## src/rtl/cla_pkg.sv

```systemverilog
// Shared definitions for the multi-cycle carry-lookahead adder.
//   state_t      : operation sequencing states
//   GROUP_W      : width of one first-level lookahead group
//   cla_group_pg : group propagate/generate of one 4-bit group
package cla_pkg;

    localparam int GROUP_W = 4;

    typedef enum logic [2:0] {
        IDLE  = 3'd0,
        PG    = 3'd1,
        CARRY = 3'd2,
        SUM   = 3'd3,
        DONE  = 3'd4
    } state_t;

    // Returns {gg, gp} for one 4-bit group.
    function automatic logic [1:0] cla_group_pg(input logic [3:0] p, input logic [3:0] g);
        logic gp;
        logic gg;
        gp = &p;
        gg = g[3] | (p[3] & g[2]) | (p[3] & p[2] & g[1]) | (p[3] & p[2] & p[1] & g[0]);
        return {gg, gp};
    endfunction

endpackage

```

## src/rtl/cla4_group.sv

```systemverilog
// 4-bit carry-lookahead cell.
//   p, g : bit propagate / generate of the group
//   ci   : carry into the group
//   c    : carry into each bit of the group (c[0] = ci)
//   gp   : group propagate
//   gg   : group generate
module cla4_group
    import cla_pkg::*;
(
    input  logic [3:0] p,
    input  logic [3:0] g,
    input  logic       ci,
    output logic [3:0] c,
    output logic       gp,
    output logic       gg
);

    assign c[0] = ci;
    assign c[1] = g[0] | (p[0] & ci);
    assign c[2] = g[1] | (p[1] & g[0]) | (p[1] & p[0] & ci);
    assign c[3] = g[2] | (p[2] & g[1]) | (p[2] & p[1] & g[0]) | (p[2] & p[1] & p[0] & ci);

    assign {gg, gp} = cla_group_pg(p, g);

endmodule

```

## src/rtl/cla_adder_seq.sv

```systemverilog
// Multi-cycle two-level carry-lookahead adder/subtractor with start/busy/done handshake.
//   clk, rst_n    : clock, asynchronous active-low reset
//   start         : operation request, accepted while idle or in the done cycle
//   sub, cin      : subtract select, carry-in (add mode only)
//   a, b          : operands, captured on accept
//   busy          : operation in flight
//   done          : one-cycle pulse when sum/cout/ovf are updated
//   sum, cout, ovf: registered result, held until the next completion
//
// state | meaning
// ------+--------------------------------------------------
// IDLE  | waiting for start
// PG    | bit propagate/generate registered from captured operands
// CARRY | group carries C[NG:0] resolved by second-level lookahead
// SUM   | in-group carries formed, result registered
// DONE  | done pulse; may accept a new operation directly
module cla_adder_seq
    import cla_pkg::*;
#(
    parameter int WIDTH = 16
) (
    input  logic             clk,
    input  logic             rst_n,
    input  logic             start,
    input  logic             sub,
    input  logic             cin,
    input  logic [WIDTH-1:0] a,
    input  logic [WIDTH-1:0] b,
    output logic             busy,
    output logic             done,
    output logic [WIDTH-1:0] sum,
    output logic             cout,
    output logic             ovf
);

    localparam int NG = WIDTH / GROUP_W;

    generate
        if ((WIDTH % GROUP_W) != 0 || WIDTH < 4 || WIDTH > 64) begin : g_width_check
            $error("cla_adder_seq: WIDTH must be a multiple of 4 in 4..64");
        end
    endgenerate

    state_t           state;
    logic [WIDTH-1:0] op_a;
    logic [WIDTH-1:0] op_b;
    logic             c0;
    logic [WIDTH-1:0] p_r;
    logic [WIDTH-1:0] g_r;
    logic [NG:0]      c_grp;

    logic [WIDTH-1:0] c_bit;
    logic [NG-1:0]    grp_p;
    logic [NG-1:0]    grp_g;
    logic [NG:0]      c_next;
    logic             term;
    logic             prop;

    genvar gi;
    generate
        for (gi = 0; gi < NG; gi++) begin : g_grp
            cla4_group u_grp (
                .p  (p_r[GROUP_W*gi +: GROUP_W]),
                .g  (g_r[GROUP_W*gi +: GROUP_W]),
                .ci (c_grp[gi]),
                .c  (c_bit[GROUP_W*gi +: GROUP_W]),
                .gp (grp_p[gi]),
                .gg (grp_g[gi])
            );
        end
    endgenerate

    // Second-level lookahead: each group carry is a flat sum of products over
    // all lower groups and c0, so no carry passes through another group carry.
    always_comb begin
        c_next    = '0;
        term      = 1'b0;
        prop      = 1'b0;
        c_next[0] = c0;
        for (int i = 0; i < NG; i++) begin
            term = grp_g[i];
            prop = grp_p[i];
            for (int j = i - 1; j >= 0; j--) begin
                term = term | (prop & grp_g[j]);
                prop = prop & grp_p[j];
            end
            c_next[i+1] = term | (prop & c0);
        end
    end

    always_ff @(posedge clk or negedge rst_n) begin
        if (!rst_n) begin
            state <= IDLE;
            op_a  <= '0;
            op_b  <= '0;
            c0    <= 1'b0;
            p_r   <= '0;
            g_r   <= '0;
            c_grp <= '0;
            busy  <= 1'b0;
            done  <= 1'b0;
            sum   <= '0;
            cout  <= 1'b0;
            ovf   <= 1'b0;
        end else begin
            done <= 1'b0;
            case (state)
                IDLE, DONE: begin
                    if (start) begin
                        op_a  <= a;
                        op_b  <= b ^ {WIDTH{sub}};
                        c0    <= sub | cin;
                        busy  <= 1'b1;
                        state <= PG;
                    end else begin
                        state <= IDLE;
                    end
                end
                PG: begin
                    p_r   <= op_a ^ op_b;
                    g_r   <= op_a & op_b;
                    state <= CARRY;
                end
                CARRY: begin
                    c_grp <= c_next;
                    state <= SUM;
                end
                SUM: begin
                    sum   <= p_r ^ c_bit;
                    cout  <= c_grp[NG];
                    ovf   <= c_bit[WIDTH-1] ^ c_grp[NG];
                    done  <= 1'b1;
                    busy  <= 1'b0;
                    state <= DONE;
                end
                default: begin
                    busy  <= 1'b0;
                    state <= IDLE;
                end
            endcase
        end
    end

endmodule

```

## config.mk

```make
export PLATFORM = sky130hd
export DESIGN_NAME = cla_adder_seq
export DESIGN_NICKNAME = d
export VERILOG_FILES = /design/src/rtl/cla_pkg.sv /design/src/rtl/cla4_group.sv /design/src/rtl/cla_adder_seq.sv
export SDC_FILE = /design/constraint.sdc
export NUM_CORES = 1
export LEC_CHECK = 0
export ABC_AREA = 1
export BUFFER_PORTS_ARGS = -buffer_cell sky130_fd_sc_hd__buf_2
export CORE_MARGIN = 4
export CORE_UTILIZATION = 33
export DETAILED_ROUTE_END_ITERATION = 16
export PLACE_DENSITY_LB_ADDON = 0.05
export SYNTH_ARGS = -nofsm -noshare
export SYNTH_HDL_FRONTEND = slang
export SYNTH_SLANG_ARGS = --single-unit
```

## constraint.sdc

```tcl
create_clock -name clk -period 2.02 [get_ports clk]
set_clock_uncertainty 0.15 [all_clocks]
set_input_delay 0.303 -clock clk [delete_from_list [all_inputs] [get_ports clk]]
set_output_delay 0.303 -clock clk [all_outputs]
set_load 0.01 [all_outputs]
```

==> out/qor.txt <==
Status -> complete, no violations
Die height -> 121.1 um
First-pass GRT wire length -> 15860 um
Worst Path Required -> 2.12 ns
Path type of the worst setup path -> flop to flop
Post-DP HPWL -> 6721 um
Fin. Hold Viols -> 0
Antenna-violating nets left -> 0
Fin Setup TNS -> 0 ns
Power Density -> 1544 nW/um2
Syn Nets -> 549
Worst vdd ir -> 0.4805 mV
Dominant synthesized flop cell -> dfrtp_1
FP Rows -> 41
Period utilisation layout -> 0.7423
Worst slew pin tran -> 0.4419 ns
Setup Viol. Count Final -> 0
Layout cell share with drive strength beyond 1 -> 0.1483
Vias -> 3161
CTS max path bufs -> 2
DRT iter0 DRCs -> 147
Max Freq -> 666.9 MHz
Synth unique cells -> 23
Routability cong. -> 0.7551
Post-synthesis average cell area -> 8.583 um2
Worst path max stage delay -> 0.44 ns
Total leakage power -> 2.652 nW
Core area -> 12570 um2
Reg clk slew, reported paths -> 0.06 ns
Placed instance area -> 4697 um2
Largest net degree at the start of global routing -> 51
Unrepaired setup endpoints after global routing -> no
Critical path arrival -> 1.60 ns
Netlist Area Pre-Place -> 4223 um2
Worst setup SP type -> flop
Die X-Extent -> 121.1 um
Wire per inst -> 12.99 um
Layout net count -> 607
Initial Utilization -> 0.3360
Setup crit end kind -> flop
Crit-path cells -> nor3_4 -> buf_4 -> nand2_1 -> o21ai_0
Antenna violations before repair -> 0
N_diodes -> 0
FF+latch count, synth -> 92
Crit Path Max Fanout -> 44
Max cap viols -> 0
CTS resizes -> 0
Synthesis warning total -> 0
Post-synth EDFFs -> 0
Slew HR -> 0.7054
CTS Sinks -> 92
Area grow syn2layout -> 18.84%
Top cell type's share of synthesized area -> 0.5452
Crit-path slowest cell -> dfrtp_1
Vias per cell -> 4.360
H-tree depth -> 3
Cell taking the most area after synthesis -> dfrtp_1
CTS tree -> built
CTS root buf -> clkbuf_16
Syn Inst Count -> 492
Synth area leaders -> dfrtp_1 55%, nand2_1 20%, ha_1 5.9%
Delay-heaviest family, CP -> flip-flops
Die ar. -> 14670 um2
CTS buffer count -> 9
Fraction of registers with async set/reset -> 1.000
Clock period minus worst slack -> 1.499 ns
Worst-Skew Late Latency -> 0.34 ns
Routed WL -> 9417 um
Setup slack at placement -> 0.5196 ns
Overall Global Routing Usage -> 0.1380
DRT Pass-1 Iters -> 4
Count of input and output buffers -> 56
Min-delay worst type -> input port to flop
Post-synth top cells -> 220 x nand2_1, 92 x dfrtp_1, 40 x o21ai_0
Final setup margin -> 0.5206 ns
Vias in the first global route -> 3065
Final-report max-slew violation count -> 0
Seq/Total Area, Yosys -> 0.5452
Num ports -> 57
Final instance area -> 5019 um2
Most instantiated library cell after synthesis -> nand2_1
Global route total overflow -> 0
WP buf/inv -> 1
DRC Markers -> 0
-- timing repair --
item	CTS	global route
endpoints found under the hold margin	25	0
setup buffers	0	0
hold buffers	3	0
-- cells by family after synthesis --
kind of cell | synth area share
buffers and inverters | 0.04622
AND/OR/NAND/NOR | 0.2433
AO/OA/AOI/OAI | 0.06459
XOR/XNOR | 0.04148
adder cells (fa/ha/maj) | 0.05926
flip-flops | 0.5452
-- flip-flops by register name, summed over array words and instances, names as in the netlist --
| register | count |
|---|---|
| c0 | 1 |
| op_b | 16 |
| op_a | 16 |
| busy | 1 |
| g_r | 16 |
| state | 2 |
| sum | 16 |
| cout | 1 |
| p_r | 16 |
| ovf | 1 |
| c_grp | 5 |
| done | 1 |
-- final timing paths --
check | cells past startpoint | slack, ns | to | startpoint
min reg2reg | 2 | 0.32 | sum[8] | sum[8]
min in group asynchronous | 2 | 0.27 | sum[2] | rst_n
max in group asynchronous | 3 | 0.86 | sum[8] | rst_n
min | 3 | 0.01 | op_a[8] | a[8]
max | 4 | 0.52 | p_r[11] | state[1]
max reg2reg | 4 | 0.52 | p_r[11] | state[1]
-- power by group --
group	total, mW	switching, mW	internal [mW]
Combinational	2.72	1.68	1.04
Sequential	3.34	0.644	2.70
Clock	1.69	0.678	1.01
-- routing by layer --
metal	part of all wire	routed length [um]	global-route usage	up-vias
met5	0	0	0	-
met1	0.56	5260	0.2205	1413
met4	0.016	152	0.05312	0
met3	0.046	429	0.02564	12
met2	0.38	3574	0.1806	73
li1	-	-	-	1663
-- stage by stage --
stage                     hold WS, ns  total power, mW  instances    util
after CTS                   0.0002822            7.895        725  0.3993
after global routing          0.01356            8.523        725  0.3993
final                         0.01002            7.751        725  0.3993
after floorplan               -0.1426            5.188        492       -
after global placement        0.08864            6.097        708  0.3737
after detailed placement      0.09452            6.143        708  0.3737
-- final cells by class --
class / count / area, um2
Clock buffer: 12 / 256.5
Tap cell: 172 / 215.2
Sequential cell: 92 / 2302
Fill cell: 1340 / 7550
Multi-Input combinational cell: 354 / 1725
Timing Repair Buffer: 64 / 375.4
Inverter: 29 / 108.9
Clock inverter: 2 / 35.03
-- placed cells by master, fill, tap and decap left out, drive strengths merged --
| cell type | n |
|---|---|
| clkbuf | 12 |
| dlygate4sd3 | 3 |
| bufinv | 1 |
| nand3b | 1 |
| inv | 29 |
| xnor2 | 16 |
| buf | 61 |
| dfrtp | 92 |
| clkinv | 1 |
| a22oi | 1 |
| nand2 | 220 |
| nand3 | 13 |
| xor2 | 4 |
| ha | 20 |
| nand4 | 2 |
| nor3 | 4 |
| a21oi | 8 |
| nor2 | 20 |
| o21ai | 45 |
-- tightest hold or removal path: cells and delay by family --
kind          cells  cell delay, ns
buf+inv           1            0.07
simple gates      2            0.08
Note: power is estimated with default switching activity, not from simulation.
